`config.mk`:
```
export PLATFORM = sky130hd
export DESIGN_NAME = config_frame_mem_dbuf
export DESIGN_NICKNAME = d
export VERILOG_FILES = /design/src/rtl/config_mem_pkg.sv /design/src/rtl/config_frame_reg.sv /design/src/rtl/config_frame_mem_dbuf.sv
export SDC_FILE = /design/constraint.sdc
export NUM_CORES = 1
export LEC_CHECK = 0
export ABC_AREA = 1
export ABC_CLOCK_PERIOD_IN_PS = 21600
export CAP_MARGIN = 40
export CORE_MARGIN = 1
export CORE_UTILIZATION = 45
export DETAILED_ROUTE_END_ITERATION = 6
export PLACE_DENSITY = 0.69
export SYNTH_ARGS = -nofsm -noshare
export SYNTH_HDL_FRONTEND = slang
export SYNTH_SLANG_ARGS = --single-unit
export TNS_END_PERCENT = 1
```
`constraint.sdc`:
```
create_clock -name CLK -period 21.6 [get_ports CLK]
set_clock_uncertainty 0.2 [all_clocks]
set_input_delay 2.16 -clock CLK [delete_from_list [all_inputs] [get_ports CLK]]
set_output_delay 2.16 -clock CLK [all_outputs]
set_load 0.05 [all_outputs]
```
`src/rtl/config_mem_pkg.sv`:
```
// Shared types and helpers for the tile configuration frame memory:
// commit-state enum, a constant clog2, and a one-hot strobe checker.
package config_mem_pkg;

    typedef enum logic [1:0] {
        IDLE,
        COPY,
        DONE
    } commit_state_t;

    // Widest strobe vector the one-hot checker accepts, and its index width.
    localparam int OneHotMaxW = 64;
    localparam int OneHotIdxW = 6;

    typedef struct packed {
        logic                  valid;
        logic                  multi;
        logic [OneHotIdxW-1:0] index;
    } onehot_t;

    // Ceiling log2 for elaboration-time sizing; clog2(1) is 0.
    function automatic int clog2(input int value);
        int r;
        r = 0;
        for (int i = 0; i < 32; i++) begin
            if ((1 << r) < value) begin
                r = r + 1;
            end
        end
        return r;
    endfunction

    // Classifies a strobe vector: exactly one bit set (valid, with its
    // index), or more than one bit set (multi). Zero bits gives neither.
    function automatic onehot_t onehot_check(input logic [OneHotMaxW-1:0] vec);
        onehot_t res;
        int      count;
        res   = '0;
        count = 0;
        for (int i = 0; i < OneHotMaxW; i++) begin
            if (vec[i]) begin
                count     = count + 1;
                res.index = OneHotIdxW'(i);
            end
        end
        res.valid = (count == 1);
        res.multi = (count > 1);
        return res;
    endfunction

endpackage

```
`src/rtl/config_frame_reg.sv`:
```
// One configuration frame: a shadow register loaded from the frame bus
// and an active register that takes the shadow value on a commit copy.
module config_frame_reg #(
    parameter int Width = 32
) (
    input  logic             clk,
    input  logic             rst,
    input  logic             wr_en,
    input  logic             copy_en,
    input  logic [Width-1:0] wr_data,
    output logic [Width-1:0] shadow,
    output logic [Width-1:0] active
);

    // Shadow captures bus data; active copies the pre-edge shadow value.
    always_ff @(posedge clk) begin
        if (rst) begin
            shadow <= '0;
            active <= '0;
        end else begin
            if (wr_en) begin
                shadow <= wr_data;
            end
            if (copy_en) begin
                active <= shadow;
            end
        end
    end

endmodule

```
`src/rtl/config_frame_mem_dbuf.sv`:
```
// Double-buffered tile configuration frame store. Frames load from the
// column FrameData/FrameStrobe bus into shadow registers; a Commit
// handshake copies every shadow frame to the active ConfigBits at once.
// Optional frame readback of the shadow store is enabled by defining
// CONFIG_READBACK_EN; otherwise ReadData/ReadValid are tied to zero.
module config_frame_mem_dbuf
    import config_mem_pkg::*;
#(
    parameter  int MaxFramesPerCol = 20,
    parameter  int FrameBitsPerRow = 32,
    parameter  int NoConfigBits    = 70,
    localparam int NoFrames        = (NoConfigBits + FrameBitsPerRow - 1) / FrameBitsPerRow,
    localparam int FrameIdxW       = (clog2(MaxFramesPerCol) > 0) ? clog2(MaxFramesPerCol) : 1
) (
    input  logic                       CLK,
    input  logic                       RST,
    input  logic [FrameBitsPerRow-1:0] FrameData,
    input  logic [MaxFramesPerCol-1:0] FrameStrobe,
    input  logic                       Commit,
    output logic                       CommitDone,
    output logic                       Dirty,
    output logic                       StrobeError,
    input  logic                       ReadEn,
    input  logic [FrameIdxW-1:0]       ReadFrame,
    output logic [FrameBitsPerRow-1:0] ReadData,
    output logic                       ReadValid,
    output logic [NoConfigBits-1:0]    ConfigBits
);

    // The last frame only stores the bits that map onto ConfigBits.
    localparam int LastW = NoConfigBits - (NoFrames - 1) * FrameBitsPerRow;

    if (NoConfigBits < 1 || NoConfigBits > MaxFramesPerCol * FrameBitsPerRow) begin : g_bad_size
        $error("config_frame_mem_dbuf: NoConfigBits out of range");
    end
    if (MaxFramesPerCol > OneHotMaxW) begin : g_bad_strobe
        $error("config_frame_mem_dbuf: MaxFramesPerCol too wide for strobe checker");
    end

    onehot_t             strobe_chk;
    logic                wr_hit;
    logic [NoFrames-1:0] wr_en;
    logic                copy_en;
    commit_state_t       state_q;
    commit_state_t       state_d;

`ifdef CONFIG_READBACK_EN
    logic [FrameBitsPerRow-1:0] shadow_word [NoFrames];
    logic [FrameBitsPerRow-1:0] read_mux;
`endif

    // Decode the strobe: a single in-range bit selects one frame to write.
    always_comb begin
        strobe_chk = onehot_check(OneHotMaxW'(FrameStrobe));
        wr_hit     = strobe_chk.valid && (int'(strobe_chk.index) < NoFrames);
        wr_en      = '0;
        for (int f = 0; f < NoFrames; f++) begin
            if (wr_hit && (int'(strobe_chk.index) == f)) begin
                wr_en[f] = 1'b1;
            end
        end
    end

    // Sticky strobe error and the shadow-dirty flag; a write landing on
    // the copy edge is not part of that copy, so it keeps Dirty set.
    always_ff @(posedge CLK) begin
        if (RST) begin
            StrobeError <= 1'b0;
            Dirty       <= 1'b0;
        end else begin
            if (strobe_chk.multi) begin
                StrobeError <= 1'b1;
            end
            if (copy_en) begin
                Dirty <= wr_hit;
            end else if (wr_hit) begin
                Dirty <= 1'b1;
            end
        end
    end

    // Commit state register.
    always_ff @(posedge CLK) begin
        if (RST) begin
            state_q <= IDLE;
        end else begin
            state_q <= state_d;
        end
    end

    // Commit sequencing: one edge to copy, one cycle to announce it.
    always_comb begin
        state_d    = state_q;
        copy_en    = 1'b0;
        CommitDone = 1'b0;
        case (state_q)
            IDLE: begin
                if (Commit) begin
                    state_d = COPY;
                end
            end
            COPY: begin
                copy_en = 1'b1;
                state_d = DONE;
            end
            DONE: begin
                CommitDone = 1'b1;
                state_d    = IDLE;
            end
            default: begin
                state_d = IDLE;
            end
        endcase
    end

    for (genvar f = 0; f < NoFrames; f++) begin : g_frame
        localparam int W = (f == NoFrames - 1) ? LastW : FrameBitsPerRow;
        logic [W-1:0] shadow_bits;

        config_frame_reg #(
            .Width(W)
        ) u_reg (
            .clk    (CLK),
            .rst    (RST),
            .wr_en  (wr_en[f]),
            .copy_en(copy_en),
            .wr_data(FrameData[W-1:0]),
            .shadow (shadow_bits),
            .active (ConfigBits[f*FrameBitsPerRow +: W])
        );

`ifdef CONFIG_READBACK_EN
        assign shadow_word[f] = (FrameBitsPerRow)'(shadow_bits);
`else
        logic unused_shadow;
        assign unused_shadow = ^shadow_bits;
`endif
    end

`ifdef CONFIG_READBACK_EN
    // Select the requested shadow frame; out-of-range indices read zero.
    always_comb begin
        read_mux = '0;
        for (int f = 0; f < NoFrames; f++) begin
            if (int'(ReadFrame) == f) begin
                read_mux = shadow_word[f];
            end
        end
    end

    // Register the readback result; one result per requesting edge.
    always_ff @(posedge CLK) begin
        if (RST) begin
            ReadData  <= '0;
            ReadValid <= 1'b0;
        end else begin
            ReadValid <= ReadEn;
            if (ReadEn) begin
                ReadData <= read_mux;
            end
        end
    end
`else
    logic unused_read;
    assign unused_read = ^{ReadEn, ReadFrame};
    assign ReadData    = '0;
    assign ReadValid   = 1'b0;
`endif

endmodule

```
# ---- Yosys cells after proc, flatten, opt, wreduce, memory -nomap -nowiden
# Cells that the tools add are included.
dict set report op_classes {
  n_addsub 19
  order_cmp 2
  eq_ne 6
  mux 48
  n_reduce_logical 7
}
# cell n
set ops {}
lappend ops {{$add 32x2->32 const B} 19}
lappend ops {{$mux 32} 19}
lappend ops {{$mux 6} 18}
lappend ops {{$eq 32x2->1 const B} 1}
lappend ops {{$gt 32x2->1 const B} 1}
lappend ops {{$mux 1} 9}
lappend ops {{$eq 6x2->1 const B} 1}
lappend ops {{$eq 6x3->1 const B} 1}
lappend ops {{$logic_not 6->1} 1}
lappend ops {{$lt 6x2->1 const B} 1}
lappend ops {{$logic_and 1x1->1} 4}
lappend ops {{$pmux 2 s2} 1}
lappend ops {{$eq 2x1->1 const B} 1}
lappend ops {{$eq 2x2->1 const B} 1}
lappend ops {{$logic_not 2->1} 1}
lappend ops {{$mux 2} 1}
lappend ops {{$ne 2x2->1 const B} 1}
lappend ops {{$reduce_bool 2->1} 1}
dict set report word_totals {
  ff_bits 144
  in_bits 61
  output_inout_bits 106
  word_cells 91
}

# ---- Depth between registers and ports, before layout
# Gate-level depths: netlist of run 1.
dict set report logic_depth {
  ltp_word 43
  mapped_depth 76
  depth_no_buf 75
}

# ---- Hierarchy
# Synthesis of run 1 repeated with hierarchy kept, for this count alone.
dict set report hier_totals {
  cells_unflattened 1533
  area_unflattened_um2 9476.6
}
# mod instances cells_each area_each_um2 seq_area_each_um2
set modules_own_cells {}
lappend modules_own_cells {{config_frame_reg at g_frame[0].u_reg ...} 2 405 2827.7 1281.2}
lappend modules_own_cells {config_frame_mem_dbuf 1 647 3321.9 80.1}
lappend modules_own_cells {{config_frame_reg at g_frame[2].u_reg} 1 76 499.2 240.2}

# ---- Worst setup path after synthesis of run 1
# OpenSTA, ideal clock, no wires.
dict set report synth_timing {
  path_kind {input-to-reg}
  from {in FrameStrobe[0]}
  to {reg g_frame[0].u_reg.shadow[23]}
  setup_ns 0.113
  arrival_time_ns 12.327
  required_ns 21.287
  setup_slack_ns 8.960
  stages 73
  path_buffers 1
  cell_sequence {inv_1 ha_1 nand2_4 inv_2 nor2_2 nand2_1 nand3_1 nand2_1 ha_1 nand2_1 nand2_1 ha_1 nand2_1 nand2_1 ha_1 nor2_1 a31oi_1 ha_1 (+37 left out) ha_1 nand2_1 o21ai_1 ha_1 nand4_1 nor2_1 nand3_1 nor2_2 nand3_1 nand2_1 nand2_2 nor2_4 nand2_4 nor2_8 buf_6 nand2_1 nand2_1 nor2_1}
}
dict set report synth_via {
  elab_chain_cells 43
}
# element line_no
set synth_rtl {}
lappend synth_rtl {{from (decl)} config_frame_mem_dbuf.sv:18} ;# input logic [MaxFramesPerCol-1:0] FrameStrobe,
lappend synth_rtl {{$mux 1 *} config_mem_pkg.sv:41} ;# if (vec[i]) begin
lappend synth_rtl {{$add 32x2->32} config_mem_pkg.sv:42} ;# count = count + 1;
lappend synth_rtl {{$mux 32 *} config_mem_pkg.sv:41}
lappend synth_rtl {{$add 32x2->32} config_mem_pkg.sv:42}
lappend synth_rtl {{$mux 32 *} config_mem_pkg.sv:41}
lappend synth_rtl {{$add 32x2->32} config_mem_pkg.sv:42}
lappend synth_rtl {{$mux 32 *} config_mem_pkg.sv:41}
lappend synth_rtl {{$add 32x2->32} config_mem_pkg.sv:42}
lappend synth_rtl {{(+27 left out)} n/a}
lappend synth_rtl {{$add 32x2->32} config_mem_pkg.sv:42}
lappend synth_rtl {{$mux 32 *} config_mem_pkg.sv:41}
lappend synth_rtl {{$add 32x2->32} config_mem_pkg.sv:42}
lappend synth_rtl {{$mux 32 *} config_mem_pkg.sv:41}
lappend synth_rtl {{$eq 32x2->1 *} config_mem_pkg.sv:46} ;# res.valid = (count == 1);
lappend synth_rtl {{$logic_and 1x1->1 *} config_frame_mem_dbuf.sv:55} ;# wr_hit = strobe_chk.valid && (int'(strobe_chk.index) < NoFrames);
lappend synth_rtl {{$logic_and 1x1->1 *} config_frame_mem_dbuf.sv:58} ;# if (wr_hit && (int'(strobe_chk.index) == f)) begin
lappend synth_rtl {{$mux 1 *} config_frame_mem_dbuf.sv:58}
lappend synth_rtl {{to (signal assigned)} config_frame_reg.sv:22} ;# shadow <= wr_data;
lappend synth_rtl {{to (decl)} config_frame_reg.sv:11} ;# output logic [Width-1:0] shadow,
# Every way passes the cells marked *; elsewhere a longest branch is shown, timed or not.
# A chain may end at the register's enable or synchronous reset.

# ---- Worst setup path after layout of run 1
dict set report layout_timing {
  from {in FrameStrobe[1]}
  to {reg g_frame[1].u_reg.shadow[7]}
}
dict set report layout_via {
  elab_chain_cells 41
  word_cells_on_any_way 62
  classes_between {add/sub (18); order compare (1); eq/ne (2); mux (39); reduce/logical (2)}
}
# element line_no
set layout_rtl {}
lappend layout_rtl {{$mux 32} config_mem_pkg.sv:41}
lappend layout_rtl {{$add 32x2->32} config_mem_pkg.sv:42}
lappend layout_rtl {{$mux 32} config_mem_pkg.sv:41}
lappend layout_rtl {{$add 32x2->32} config_mem_pkg.sv:42}
lappend layout_rtl {{$mux 32} config_mem_pkg.sv:41}
lappend layout_rtl {{$add 32x2->32} config_mem_pkg.sv:42}
lappend layout_rtl {{$mux 32} config_mem_pkg.sv:41}
lappend layout_rtl {{$add 32x2->32} config_mem_pkg.sv:42}
lappend layout_rtl {{(+25 left out)} n/a}
lappend layout_rtl {{$add 32x2->32} config_mem_pkg.sv:42}
lappend layout_rtl {{$mux 32} config_mem_pkg.sv:41}
lappend layout_rtl {{$add 32x2->32} config_mem_pkg.sv:42}
lappend layout_rtl {{$mux 32} config_mem_pkg.sv:41}
lappend layout_rtl {{$eq 32x2->1} config_mem_pkg.sv:46}
lappend layout_rtl {{$logic_and 1x1->1} config_frame_mem_dbuf.sv:55}
lappend layout_rtl {{$logic_and 1x1->1 *} config_frame_mem_dbuf.sv:58}
lappend layout_rtl {{$mux 1 *} config_frame_mem_dbuf.sv:58}
lappend layout_rtl {{to (signal assigned)} config_frame_reg.sv:22}
lappend layout_rtl {{to (decl)} config_frame_reg.sv:11}
# Marked as above.

==> qor.json, run 1 <==
{
  "setup_path": {
    "worstPathBufferInverterCount": 8,
    "ff2ff_setup_slack_ns": 19.14,
    "required_ns": 21.71,
    "critPathMostFrequentCell": "sky130_fd_sc_hd__nand2_1",
    "worst-path-max-fanout": 64,
    "timing.critical_path.arrival_ns": 14.35,
    "cpLargestDelayFamily": "simple AND/OR/NAND/NOR gates",
    "critical_path.max_stage_delay_ns": 0.65,
    "worstSetupStartpointType": "input port",
    "crit_slowest_cell": "sky130_fd_sc_hd__nor2_8",
    "critical_path.endpoint_type": "flip-flop",
    "class_of_the_most_critical_setup_path": "in -> reg"
  },
  "die": {
    "floorplan.initialDensity_pct": 46.1,
    "die_y_extent_um": 138,
    "placementRows": 49,
    "i_o_pin_count": 167,
    "die_area_sq_um": 19000,
    "core_area_sq_um": 18000,
    "die_width_um": 138
  },
  "route": {
    "drc": 0,
    "vias": 7715,
    "wl_per_cell_um": 11.4,
    "drt-initial-drc-count": 297,
    "drt-total-wl_mm": 18.8,
    "drt_first_pass_iters": 4,
    "viasPerCell": 4.66,
    "antenna_nets_post_route": 0
  },
  "finish": {
    "fin_area_sq_um": 10100,
    "layout-drive-gt1-share_pct": 8.50,
    "final_design_utilization_pct": 56.2,
    "fin_nets": 1493,
    "filler_cell_count": 1844,
    "syn2layout_area_growth_pct": 22.0
  },
  "clocking": {
    "cts-root-to-sink-buffers": 2,
    "cts_max_level": 4,
    "cts-buffers-inserted": 17,
    "clock_sink_count": 144,
    "cts_tree": "built",
    "path_clk_slew_ns": 0.06,
    "cts_post_setup_buffers_inserted": 0,
    "ctsResizeCount": 0,
    "postCtsHoldBufs": 0,
    "worst_skew_pair.late_latency_ns": 0.41,
    "cts.root.buffer_cell": "sky130_fd_sc_hd__clkbuf_16"
  },
  "logic_synthesis": {
    "ys_ff_latch": 144,
    "largest_area_contributor_in_the_netlist": "sky130_fd_sc_hd__dfxtp_1",
    "synth_adder_area_share_pct": 3.01,
    "share_of_cell_area_taken_by_muxes_after_synthesis_pct": 0,
    "synth.cells.most_frequent": "sky130_fd_sc_hd__nand2_1, sky130_fd_sc_hd__nor2_1, sky130_fd_sc_hd__dfxtp_1",
    "yosys_warnings": 0,
    "instance_count_of_the_mapped_netlist": 1308,
    "synth_area_per_cell_sq_um": 6.35,
    "synth_most_common_cell": "sky130_fd_sc_hd__nand2_1",
    "synth_top_area_share_pct": 34.7,
    "largest_family_of_logic_cells_by_synthesized_area": "simple AND/OR/NAND/NOR gates",
    "synth_sequential_area_ratio_pct": 34.7,
    "fraction_of_synthesized_cell_area_in_xor_and_xnor_cells_pct": 0,
    "synth-main-ff-cell": "sky130_fd_sc_hd__dfxtp_1",
    "post_synth_num_cell_types": 35,
    "yosys-top-cells-area": "sky130_fd_sc_hd__dfxtp_1, sky130_fd_sc_hd__nand2_1, sky130_fd_sc_hd__nor2_1, sky130_fd_sc_hd__inv_1, sky130_fd_sc_hd__o21ai_0",
    "synth-async-reset-ratio_pct": 0,
    "synth_compound_gate_area_share_pct": 6.85,
    "mappedNetlistArea_sq_um": 8310,
    "synth_edf_count": 0,
    "synth_simple_gate_area_share_pct": 42.9
  },
  "timing": {
    "setup_total_negative_slack_ns": 0,
    "layout_worst_path_cycle_share_pct": 65.9,
    "setup-violations-final": 0,
    "timing_hold_violations_final": 0,
    "worst_hold_slack_ns": 0.252,
    "timing.slew.headroom_pct": 44.9,
    "timing_max_transition_violations_final": 0,
    "finalCriticalPeriod_ns": 14.24,
    "fmaxAchievable_ghz": 0.0702,
    "grt_setup_unrepaired": "no",
    "worst_slew_pin_slew_ns": 0.827
  },
  "placement": {
    "post-dp-hpwl_mm": 13.7,
    "portBuffers": 127,
    "gpl.final_weighted_congestion": 0.843,
    "dpl_cell_area_sq_um": 9510
  },
  "global_routing": {
    "grt_pass1_vias": 6851,
    "grt_remaining_overflow": 0,
    "grt_pass1_wl_mm": 30.7,
    "grt_max_degree": 72,
    "grt_antenna_before_repair": 1,
    "grt_util_overall_pct": 20.5
  },
  "outcome": {
    "outcome": "completed"
  },
  "pwr": {
    "power_per_standard_cell_area_nw_per_um2": 83.7,
    "leakage_nw": 4.75,
    "maximum_vdd_ir_drop_mv": 0.0698
  },
  "worst_hold_path": {
    "holdCritPathClass": "reg -> reg"
  },
  "run": {
    "max_cap_check_violation_count": 0
  }
}
## stage by stage
step / power, mW / instances / worst slack (ns)
floorplan: 0.496 / 1340 / 8.96
global placement: 0.546 / 1621 / 7.08
detailed placement: 0.551 / 1622 / 6.92
CTS: 0.856 / 1653 / 7.27
global route: 0.904 / 1654 / 6.22
finish: 0.848 / 1654 / 7.36
## state kept, by name, summed over array words and instances (netlist names)
name                  cells
state_q                   2
g_frame.u_reg.active     70
Dirty                     1
g_frame.u_reg.shadow     70
StrobeError               1
## cells in the final DEF (no fill, tap or decap), types with 4 or more instances in the layout
cell type and n:
sky130_fd_sc_hd__nand2_1 327, sky130_fd_sc_hd__nor2_1 322, sky130_fd_sc_hd__dfxtp_1 144, sky130_fd_sc_hd__inv_1 127
sky130_fd_sc_hd__clkdlybuf4s50_1 127, sky130_fd_sc_hd__o21ai_0 78, sky130_fd_sc_hd__nand3_1 66, sky130_fd_sc_hd__nand2_2 38
sky130_fd_sc_hd__conb_1 33, sky130_fd_sc_hd__nand3_2 21, sky130_fd_sc_hd__ha_1 20, sky130_fd_sc_hd__clkbuf_16 17
sky130_fd_sc_hd__nand3b_1 16, sky130_fd_sc_hd__a21oi_1 15, sky130_fd_sc_hd__o21ai_1 9, sky130_fd_sc_hd__inv_2 7
sky130_fd_sc_hd__or2_2 6, sky130_fd_sc_hd__nand4_1 5, sky130_fd_sc_hd__nor2_2 4, sky130_fd_sc_hd__nor3_2 4
sky130_fd_sc_hd__bufinv_16 4, sky130_fd_sc_hd__clkinvlp_4 4
## path summary, 6_finish.rpt
| path | cells past startpoint | endpoint | from |
|---|---|---|---|
| worst max-delay path | 73 | g_frame[1].u_reg.shadow[7]$_SDFFE_PP0P_ | FrameStrobe[1] |
| worst min-delay path | 2 | g_frame[2].u_reg.active[0]$_SDFFE_PP0N_ | g_frame[2].u_reg.shadow[0]$_SDFFE_PP0P_ |
| worst max register to register | 7 | g_frame[2].u_reg.active[2]$_SDFFE_PP0N_ | state_q[1]$_SDFFE_PP0P_ |
| worst min register to register | 2 | g_frame[2].u_reg.active[0]$_SDFFE_PP0N_ | g_frame[2].u_reg.shadow[0]$_SDFFE_PP0P_ |
## kinds of logic (layout without fill, tap and decap cells)
family | count (synthesis) | count (layout)
AO/OA/AOI/OAI | 110 | 110
adder cells (fa/ha/maj) | 20 | 20
buffers and inverters | 215 | 299
flip-flops | 144 | 144
other | 1 | 34
AND/OR/NAND/NOR | 818 | 818
## routing by layer
layer / GRT usage (%) / up-vias / share of wire [%]
met1: 25.1 / 3369 / 47
met5: 0 / - / 0
li1: - / 4190 / -
met3: 3.73 / 20 / 3.7
met4: 6.40 / 0 / 1.7
met2: 36.1 / 136 / 48
## tightest hold or removal path, cell delays in order (launching register included)
cell and delay (ns):
sky130_fd_sc_hd__dfxtp_1 0.29, sky130_fd_sc_hd__inv_1 0.06, sky130_fd_sc_hd__a21oi_1 0.05
## cell type report
type	count	area [sq um]	share of cell area, %
clock inverter	13	186	1.84
multi-input combinational	981	4510	44.5
inverter	137	515	5.09
clock buffer	18	429	4.24
sequential	144	2880	28.5
tap	229	287	2.83
timing repair buffer	131	1320	13.0
antenna	1	2.50	0.0247
## power breakdown
part	leakage, nW	total, mW	switching [mW]	internal [mW]
clock	0.289	0.304	0.111	0.193
combinational	3.29	0.264	0.179	0.0849
sequential	1.17	0.280	0.00483	0.275
No activity file was read; power rests on OpenSTA's default activity.
==> run 2, diff against run 1 <==
ABC_CLOCK_PERIOD_IN_PS = 14500   (was 21600)
clock period = 14.5 ns   (was 21.6 ns; I/O delays follow)
==> qor.json, run 2 (synthesized netlist as in run 1, its figures left out) <==
{
  "outcome": {
    "outcome": {"value": "completed", "change": "unchanged"}
  },
  "pwr": {
    "intPower": {"value": 860, "unit": "uW", "change": "was 553 uW"},
    "maximum_vdd_ir_drop": {"value": 0.0825, "unit": "mV", "change": "was 0.0698 mV"},
    "power_per_standard_cell_area": {"value": 128, "unit": "nW/um^2", "change": "was 83.7 nW/um^2"},
    "seq_power_share": {"value": 31.9, "unit": "%", "change": "was 33.0%"},
    "power_frac_clock": {"value": 37.9, "unit": "%", "change": "was 35.8%"},
    "swShare": {"value": 34.2, "unit": "%", "change": "was 34.8%"},
    "leakage": {"value": 4.79, "unit": "nW", "change": "was 4.75 nW"},
    "p_switching": {"value": 446, "unit": "uW", "change": "was 295 uW"},
    "combPwrFrac": {"value": 30.2, "unit": "%", "change": "was 31.2%"}
  },
  "clocking": {
    "path_clk_slew": {"value": 0.06, "unit": "ns", "change": "about the same"},
    "ctsResizeCount": {"value": 0, "change": "unchanged"},
    "cts_post_setup_buffers_inserted": {"value": 0, "change": "unchanged"},
    "worst_skew_pair.late_latency": {"value": 0.41, "unit": "ns", "change": "about the same"},
    "cts_max_level": {"value": 4, "change": "unchanged"},
    "clock_sink_count": {"value": 144, "change": "unchanged"},
    "cts-root-to-sink-buffers": {"value": 2, "change": "unchanged"},
    "cts.root.buffer_cell": {"value": "sky130_fd_sc_hd__clkbuf_16", "change": "unchanged"},
    "cts_tree": {"value": "built", "change": "unchanged"},
    "postCtsHoldBufs": {"value": 0, "change": "unchanged"},
    "cts-buffers-inserted": {"value": 17, "change": "unchanged"}
  },
  "timing": {
    "grt_setup_unrepaired": {"value": "no", "change": "unchanged"},
    "setup-violations-final": {"value": 0, "change": "unchanged"},
    "timing_hold_violations_final": {"value": 0, "change": "unchanged"},
    "fmaxAchievable_ghz": 0.0741,
    "timing_max_transition_violations_final": {"value": 0, "change": "unchanged"},
    "layout_worst_path_cycle_share_pct": 93.1,
    "worst_slew_pin_slew": {"value": 0.790, "unit": "ns", "change": "was 0.827 ns"},
    "finalCriticalPeriod_ns": 13.50,
    "setup_total_negative_slack": {"value": 0, "unit": "ns", "change": "unchanged"},
    "timing.slew.headroom": {"value": 47.4, "unit": "%", "change": "was 44.9%"}
  },
  "finish": {
    "filler_cell_count": {"value": 1828, "change": "was 1844"},
    "most_frequent_standard_cell_in_the_layout_excluding_fill_and_tap_cells": {"value": "sky130_fd_sc_hd__nand2_1", "change": "unchanged"},
    "fin_nets": {"value": 1494, "change": "was 1493"},
    "multi_input_comb_area": {"value": 4510, "unit": "sq um", "change": "unchanged"},
    "final_design_utilization": {"value": 56.6, "unit": "%", "change": "was 56.2%"},
    "instances_no_fill": {"value": 1656, "change": "was 1654"},
    "mostFrequentLayoutCells": {"value": "sky130_fd_sc_hd__nand2_1, sky130_fd_sc_hd__nor2_1, sky130_fd_sc_hd__dfxtp_1", "change": "unchanged"},
    "layout-drive-gt1-share": {"value": 8.56, "unit": "%", "change": "was 8.50%"},
    "syn2layout_area_growth": {"value": 22.9, "unit": "%", "change": "was 22.0%"},
    "final-seq-area": {"value": 2880, "unit": "sq um", "change": "unchanged"},
    "largestRegisters": {"value": "g_frame.u_reg.active x70, g_frame.u_reg.shadow x70, state_q x2", "change": "unchanged"}
  },
  "route": {
    "drc": {"value": 0, "change": "unchanged"},
    "drt_first_pass_iters": {"value": 4, "change": "unchanged"},
    "drt-total-wl": {"value": 19.1, "unit": "mm", "change": "was 18.8 mm"},
    "vias": {"value": 7805, "change": "was 7715"},
    "viasPerCell": {"value": 4.71, "change": "was 4.66"},
    "antenna_nets_post_route": {"value": 0, "change": "unchanged"},
    "drt-initial-drc-count": {"value": 346, "change": "was 297"},
    "wl_per_cell": {"value": 11.6, "unit": "um", "change": "was 11.4 um"}
  },
  "setup_path": {
    "worst-path-max-fanout": {"value": 64, "change": "unchanged"},
    "critical_path.max_stage_delay": {"value": 0.62, "unit": "ns", "change": "was 0.65 ns"},
    "worstSetupStartpointType": {"value": "input port", "change": "unchanged"},
    "critPathMostFrequentCell": {"value": "sky130_fd_sc_hd__nand2_1", "change": "unchanged"},
    "required": {"value": 14.61, "unit": "ns", "change": "was 21.71 ns"},
    "class_of_the_most_critical_setup_path": {"value": "in -> reg", "change": "unchanged"},
    "timing.critical_path.arrival": {"value": 13.61, "unit": "ns", "change": "was 14.35 ns"},
    "crit_slowest_cell": {"value": "sky130_fd_sc_hd__nor2_8", "change": "unchanged"},
    "critical_path.endpoint_type": {"value": "flip-flop", "change": "unchanged"}
  },
  "global_routing": {
    "grt_antenna_before_repair": {"value": 1, "change": "unchanged"},
    "grt_util_overall": {"value": 20.3, "unit": "%", "change": "was 20.5%"},
    "grt_max_degree": {"value": 72, "change": "unchanged"},
    "grt_remaining_overflow": {"value": 0, "change": "unchanged"},
    "grt_pass1_vias": {"value": 6717, "change": "was 6851"},
    "grt_pass1_wl": {"value": 30.5, "unit": "mm", "change": "was 30.7 mm"}
  },
  "placement": {
    "numPlacedInstances": {"value": 1623, "change": "was 1622"},
    "portBuffers": {"value": 127, "change": "unchanged"},
    "gpl.final_weighted_congestion": {"value": 0.835, "change": "was 0.843"},
    "post-dp-hpwl": {"value": 14.0, "unit": "mm", "change": "was 13.7 mm"}
  },
  "run": {
    "max_cap_check_violation_count": {"value": 0, "change": "unchanged"}
  },
  "die": {
    "die_width": {"value": 138, "unit": "um", "change": "unchanged"},
    "die_y_extent": {"value": 138, "unit": "um", "change": "unchanged"},
    "die_area": {"value": 19000, "unit": "sq um", "change": "unchanged"},
    "core_area": {"value": 18000, "unit": "sq um", "change": "unchanged"},
    "floorplan.initialDensity": {"value": 46.1, "unit": "%", "change": "unchanged"},
    "placementRows": {"value": 49, "change": "unchanged"},
    "i_o_pin_count": {"value": 167, "change": "unchanged"}
  },
  "worst_hold_path": {
    "holdCritPathClass": {"value": "reg -> reg", "change": "unchanged"}
  }
}
-- run 2: changes by cell type in the layout (fill, tap and decap cells not counted), sizes merged --
cell	before	now
bufinv	4	6
buf	4	5
clkinv	6	5
clkbuf	18	19
clkinvlp	4	3
-- run 2: metrics by stage --
| step | instance area, sq um | power [mW] | hold slack (ns) | setup slack, ns |
|---|---|---|---|---|
| 2_1_floorplan | 8430 | 0.738 | 0.198 | 2.57 |
| 3_3_place_gp | 9510 | 0.813 | 0.241 | 0.778 |
| 3_5_place_dp | 9530 | 0.821 | 0.248 | 0.577 |
| 4_1_cts | 10200 | 1.32 | 0.257 | 0.961 |
| 5_1_grt | 10200 | 1.38 | 0.267 | 0.00769 |
| 6_report | 10200 | 1.31 | 0.254 | 0.997 |
-- run 2: critical path: cells and delay by family --
kind	cells	cell delay, ns
buffers and inverters	8	0.97
adders and majority gates	17	4.91
AOI/OAI and AO/OA	4	0.65
and+or+nand+nor	44	5.60
-- run 2: final timing paths --
check / from / endpoint / slack [ns] / depth (start not counted)
hold reg to reg: g_frame[2].u_reg.shadow[0]$_SDFFE_PP0P_ / g_frame[2].u_reg.active[0]$_SDFFE_PP0N_ / 0.25 / 2
setup reg to reg: state_q[1]$_SDFFE_PP0P_ / g_frame[2].u_reg.active[3]$_SDFFE_PP0N_ / 12.01 / 7
hold / removal: g_frame[2].u_reg.shadow[0]$_SDFFE_PP0P_ / g_frame[2].u_reg.active[0]$_SDFFE_PP0N_ / 0.25 / 2
setup / recovery: FrameStrobe[0] / g_frame[0].u_reg.shadow[3]$_SDFFE_PP0P_ / 1.0 / 73
-- run 2: routing by layer --
metal	global-route usage [%]	up-vias	routed length (um)
met1	25.4	3457	8860
met3	4.02	23	720
met4	6.70	0	354
li1	-	4192	-
met5	0	-	0
met2	34.8	133	9200
-- run 2: final cells by class --
type	count	area share (%)
antenna	1	0.0245
clock buffer	19	4.24
clock inverter	13	2.29
inverter	137	5.05
multi-input combinational	981	44.2
sequential	144	28.3
tap	229	2.81
timing repair buffer	132	13.1
-- run 2: power by group through the flow --
stage	clock, mW	combinational [mW]	sequential, mW
5_1_grt	0.518	0.444	0.419
6_report	0.495	0.394	0.417
3_5_place_dp	0	0.395	0.426
3_3_place_gp	0	0.387	0.426
4_1_cts	0.501	0.397	0.417
2_1_floorplan	0	0.266	0.472
==> run 3, diff against run 2 <==
--- a/config.mk
+++ b/config.mk
@@ -9,8 +9,10 @@
 export ABC_CLOCK_PERIOD_IN_PS = 14500
 export CAP_MARGIN = 40
+export CELL_PAD_IN_SITES_DETAIL_PLACEMENT = 1
+export CELL_PAD_IN_SITES_GLOBAL_PLACEMENT = 1
 export CORE_MARGIN = 1
-export CORE_UTILIZATION = 45
+export CORE_UTILIZATION = 36
 export DETAILED_ROUTE_END_ITERATION = 6
-export PLACE_DENSITY = 0.69
+export PLACE_DENSITY = 0.79
 export SYNTH_ARGS = -nofsm -noshare
 export SYNTH_HDL_FRONTEND = slang
==> constraint.sdc (replaced) <==
create_clock -name CLK -period 14.5 [get_ports CLK]
set_clock_uncertainty 0.2 [all_clocks]
set_input_delay 2.175 -clock CLK [delete_from_list [all_inputs] [get_ports CLK]]
set_output_delay 2.175 -clock CLK [all_outputs]
set_load 0.05 [all_outputs]
==> qor.json, run 3 (synthesized netlist as in run 1, its figures left out) <==
{
  "placement": {
    "post-dp-hpwl": {"value": 17.3, "unit": "mm", "change": "was 14.0 mm"},
    "dpl_cell_area": {"value": 9680, "unit": "sq um", "change": "was 9530 sq um"},
    "dp_worst_setup_slack": {"value": -0.192, "unit": "ns", "change": "was 0.577 ns"},
    "gpl.final_weighted_congestion": {"value": 0.780, "change": "was 0.835"},
    "portBuffers": {"value": 127, "change": "unchanged"}
  },
  "route": {
    "antenna_nets_post_route": {"value": 0, "change": "unchanged"},
    "vias": {"value": 8273, "change": "was 7805"},
    "drt-initial-drc-count": {"value": 345, "change": "was 346"},
    "viasPerCell": {"value": 4.80, "change": "was 4.71"},
    "wl_per_cell": {"value": 13.8, "unit": "um", "change": "was 11.6 um"},
    "drt-total-wl": {"value": 23.8, "unit": "mm", "change": "was 19.1 mm"},
    "drt_first_pass_iters": {"value": 4, "change": "unchanged"},
    "drc": {"value": 0, "change": "unchanged"}
  },
  "die": {
    "i_o_pin_count": {"value": 167, "change": "unchanged"},
    "core_area": {"value": 22600, "unit": "sq um", "change": "was 18000 sq um"},
    "die_width": {"value": 154, "unit": "um", "change": "was 138 um"},
    "floorplan.initialDensity": {"value": 36.7, "unit": "%", "change": "was 46.1%"},
    "placementRows": {"value": 55, "change": "was 49"},
    "die_area": {"value": 23700, "unit": "sq um", "change": "was 19000 sq um"},
    "die_y_extent": {"value": 154, "unit": "um", "change": "was 138 um"}
  },
  "timing": {
    "setup-violations-final": {"value": 0, "change": "unchanged"},
    "layout_worst_path_cycle_share": {"value": 94.4, "unit": "%", "change": "was 93.1%"},
    "fmaxAchievable": {"value": 0.0731, "unit": "GHz", "change": "was 0.0741 GHz"},
    "finalCriticalPeriod": {"value": 13.69, "unit": "ns", "change": "was 13.50 ns"},
    "worst_hold_slack": {"value": 0.230, "unit": "ns", "change": "was 0.254 ns"},
    "worst_slew_pin_slew": {"value": 0.854, "unit": "ns", "change": "was 0.790 ns"},
    "timing_max_transition_violations_final": {"value": 0, "change": "unchanged"},
    "timing_hold_violations_final": {"value": 0, "change": "unchanged"},
    "timing.slew.headroom": {"value": 43.0, "unit": "%", "change": "was 47.4%"},
    "worst_slack": {"value": 0.814, "unit": "ns", "change": "was 0.997 ns"}
  },
  "run": {
    "max_cap_check_violation_count": {"value": 0, "change": "unchanged"}
  },
  "clocking": {
    "clock_sink_count": {"value": 144, "change": "unchanged"},
    "cts-root-to-sink-buffers": {"value": 2, "change": "unchanged"},
    "cts.root.buffer_cell": {"value": "sky130_fd_sc_hd__clkbuf_16", "change": "unchanged"},
    "cts_tree": {"value": "built", "change": "unchanged"},
    "worst_skew_pair.late_latency": {"value": 0.43, "unit": "ns", "change": "was 0.41 ns"},
    "path_clk_slew": {"value": 0.06, "unit": "ns", "change": "about the same"},
    "postCtsHoldBufs": {"value": 0, "change": "unchanged"},
    "cts_max_level": {"value": 4, "change": "unchanged"},
    "cts-buffers-inserted": {"value": 17, "change": "unchanged"}
  },
  "finish": {
    "fin_nets": {"value": 1507, "change": "was 1494"},
    "mostFrequentLayoutCells": {"value": "sky130_fd_sc_hd__nand2_1, sky130_fd_sc_hd__nor2_1, sky130_fd_sc_hd__dfxtp_1", "change": "unchanged"},
    "final-seq-area": {"value": 2880, "unit": "sq um", "change": "unchanged"},
    "largestRegisters": {"value": "g_frame.u_reg.active x70, g_frame.u_reg.shadow x70, state_q x2", "change": "unchanged"},
    "syn2layout_area_growth": {"value": 25.9, "unit": "%", "change": "was 22.9%"},
    "multi_input_comb_area": {"value": 4580, "unit": "sq um", "change": "was 4510 sq um"},
    "antenna-diode-count": {"value": 0, "change": "was 1"},
    "most_frequent_standard_cell_in_the_layout_excluding_fill_and_tap_cells": {"value": "sky130_fd_sc_hd__nand2_1", "change": "unchanged"},
    "layout-drive-gt1-share": {"value": 10.4, "unit": "%", "change": "was 8.56%"},
    "filler_cell_count": {"value": 2987, "change": "was 1828"},
    "fin_area": {"value": 10500, "unit": "sq um", "change": "was 10200 sq um"},
    "final_design_utilization": {"value": 46.2, "unit": "%", "change": "was 56.6%"}
  },
  "setup_path": {
    "crit_slowest_cell": {"value": "sky130_fd_sc_hd__clkdlybuf4s50_1", "change": "was sky130_fd_sc_hd__nor2_8"},
    "required": {"value": 14.62, "unit": "ns", "change": "was 14.61 ns"},
    "worst-path-max-fanout": {"value": 14, "change": "was 64"},
    "critPathMostFrequentCell": {"value": "sky130_fd_sc_hd__nand2_1", "change": "unchanged"},
    "worstSetupStartpointType": {"value": "input port", "change": "unchanged"},
    "timing.critical_path.arrival": {"value": 13.81, "unit": "ns", "change": "was 13.61 ns"},
    "class_of_the_most_critical_setup_path": {"value": "in -> reg", "change": "unchanged"},
    "critical_path.max_stage_delay": {"value": 0.52, "unit": "ns", "change": "was 0.62 ns"},
    "critical_path.endpoint_type": {"value": "flip-flop", "change": "unchanged"},
    "worstPathBufferInverterCount": {"value": 10, "change": "was 8"},
    "cpLargestDelayFamily": {"value": "simple AND/OR/NAND/NOR gates", "change": "unchanged"}
  },
  "global_routing": {
    "grt_max_degree": {"value": 84, "change": "was 72"},
    "grt_remaining_overflow": {"value": 0, "change": "unchanged"},
    "grt_antenna_before_repair": {"value": 0, "change": "was 1"},
    "grt_util_overall": {"value": 20.5, "unit": "%", "change": "was 20.3%"},
    "grt_pass1_vias": {"value": 8268, "change": "was 6717"},
    "grt_pass1_wl": {"value": 39.2, "unit": "mm", "change": "was 30.5 mm"}
  },
  "pwr": {
    "totalPowerFinal": {"value": 1.27, "unit": "mW", "change": "was 1.31 mW"},
    "maximum_vdd_ir_drop": {"value": 0.0726, "unit": "mV", "change": "was 0.0825 mV"},
    "leakage": {"value": 4.87, "unit": "nW", "change": "was 4.79 nW"},
    "power_per_standard_cell_area": {"value": 122, "unit": "nW/um^2", "change": "was 128 nW/um^2"}
  },
  "outcome": {
    "outcome": {"value": "completed", "change": "unchanged"}
  },
  "worst_hold_path": {
    "holdCritPathClass": {"value": "reg -> reg", "change": "unchanged"}
  }
}
-- run 3: changes by cell type in the layout (fill, tap and decap cells not counted), moves of 3 or more --
cell                         previous run  this run
sky130_fd_sc_hd__inv_8                  0         4
sky130_fd_sc_hd__inv_6                  2         5
sky130_fd_sc_hd__nand2_1              327       322
sky130_fd_sc_hd__buf_4                  3         8
sky130_fd_sc_hd__clkinvlp_4             3         0
sky130_fd_sc_hd__bufinv_16              6         1
sky130_fd_sc_hd__buf_12                 1         5
sky130_fd_sc_hd__nand2_2               38        43
-- run 3: per-stage QoR --
stage                     setup TNS (ns)  std cells
after global routing             -0.0136       1724
after global placement                 0       1683
after CTS                              0       1716
after detailed placement           -7.47       1684
final                                  0       1724
after floorplan                        0       1340
-- run 3: worst paths after layout --
check / to / from / slack, ns / cells past startpoint
min: state_q[0]$_SDFFE_PP0P_ / state_q[1]$_SDFFE_PP0P_ / 0.23 / 1
max: g_frame[0].u_reg.shadow[11]$_SDFFE_PP0P_ / FrameStrobe[1] / 0.81 / 75
max reg2reg: g_frame[2].u_reg.active[3]$_SDFFE_PP0N_ / state_q[1]$_SDFFE_PP0P_ / 12.32 / 7
min reg2reg: state_q[0]$_SDFFE_PP0P_ / state_q[1]$_SDFFE_PP0P_ / 0.23 / 1
-- run 3: timing repair --
action / CTS / global route
resized for setup: 0 / 18
endpoints found under the setup margin: 0 / 72
buffers inserted: 0 / 6
-- run 3: where the power goes --
group | switching, mW | total, mW | internal (mW) | leakage (nW)
registers | 0.00778 | 0.417 | 0.409 | 1.17
logic | 0.287 | 0.419 | 0.132 | 3.40
clock network | 0.193 | 0.438 | 0.245 | 0.294
total | 0.488 | 1.27 | 0.787 | 4.87
-- run 3: layer usage --
layer  vias to the layer above  GRT usage (%)  share of wire (%)
li1                       4226              -                  -
met1                      3892           23.4                 43
met2                       127           38.6                 51
met3                        28           3.13                3.4
met4                         0           6.52                1.9
met5                         -              0                  0
-- run 3: area by class of cell --
| class | count | share of cell area (%) |
|---|---|---|
| Clock buffer | 17 | 4.07 |
| Clock inverter | 15 | 1.59 |
| Inverter | 137 | 4.93 |
| Multi-Input combinational cell | 981 | 43.8 |
| Sequential cell | 144 | 27.6 |
| Tap cell | 285 | 3.41 |
| Timing Repair Buffer | 145 | 14.6 |
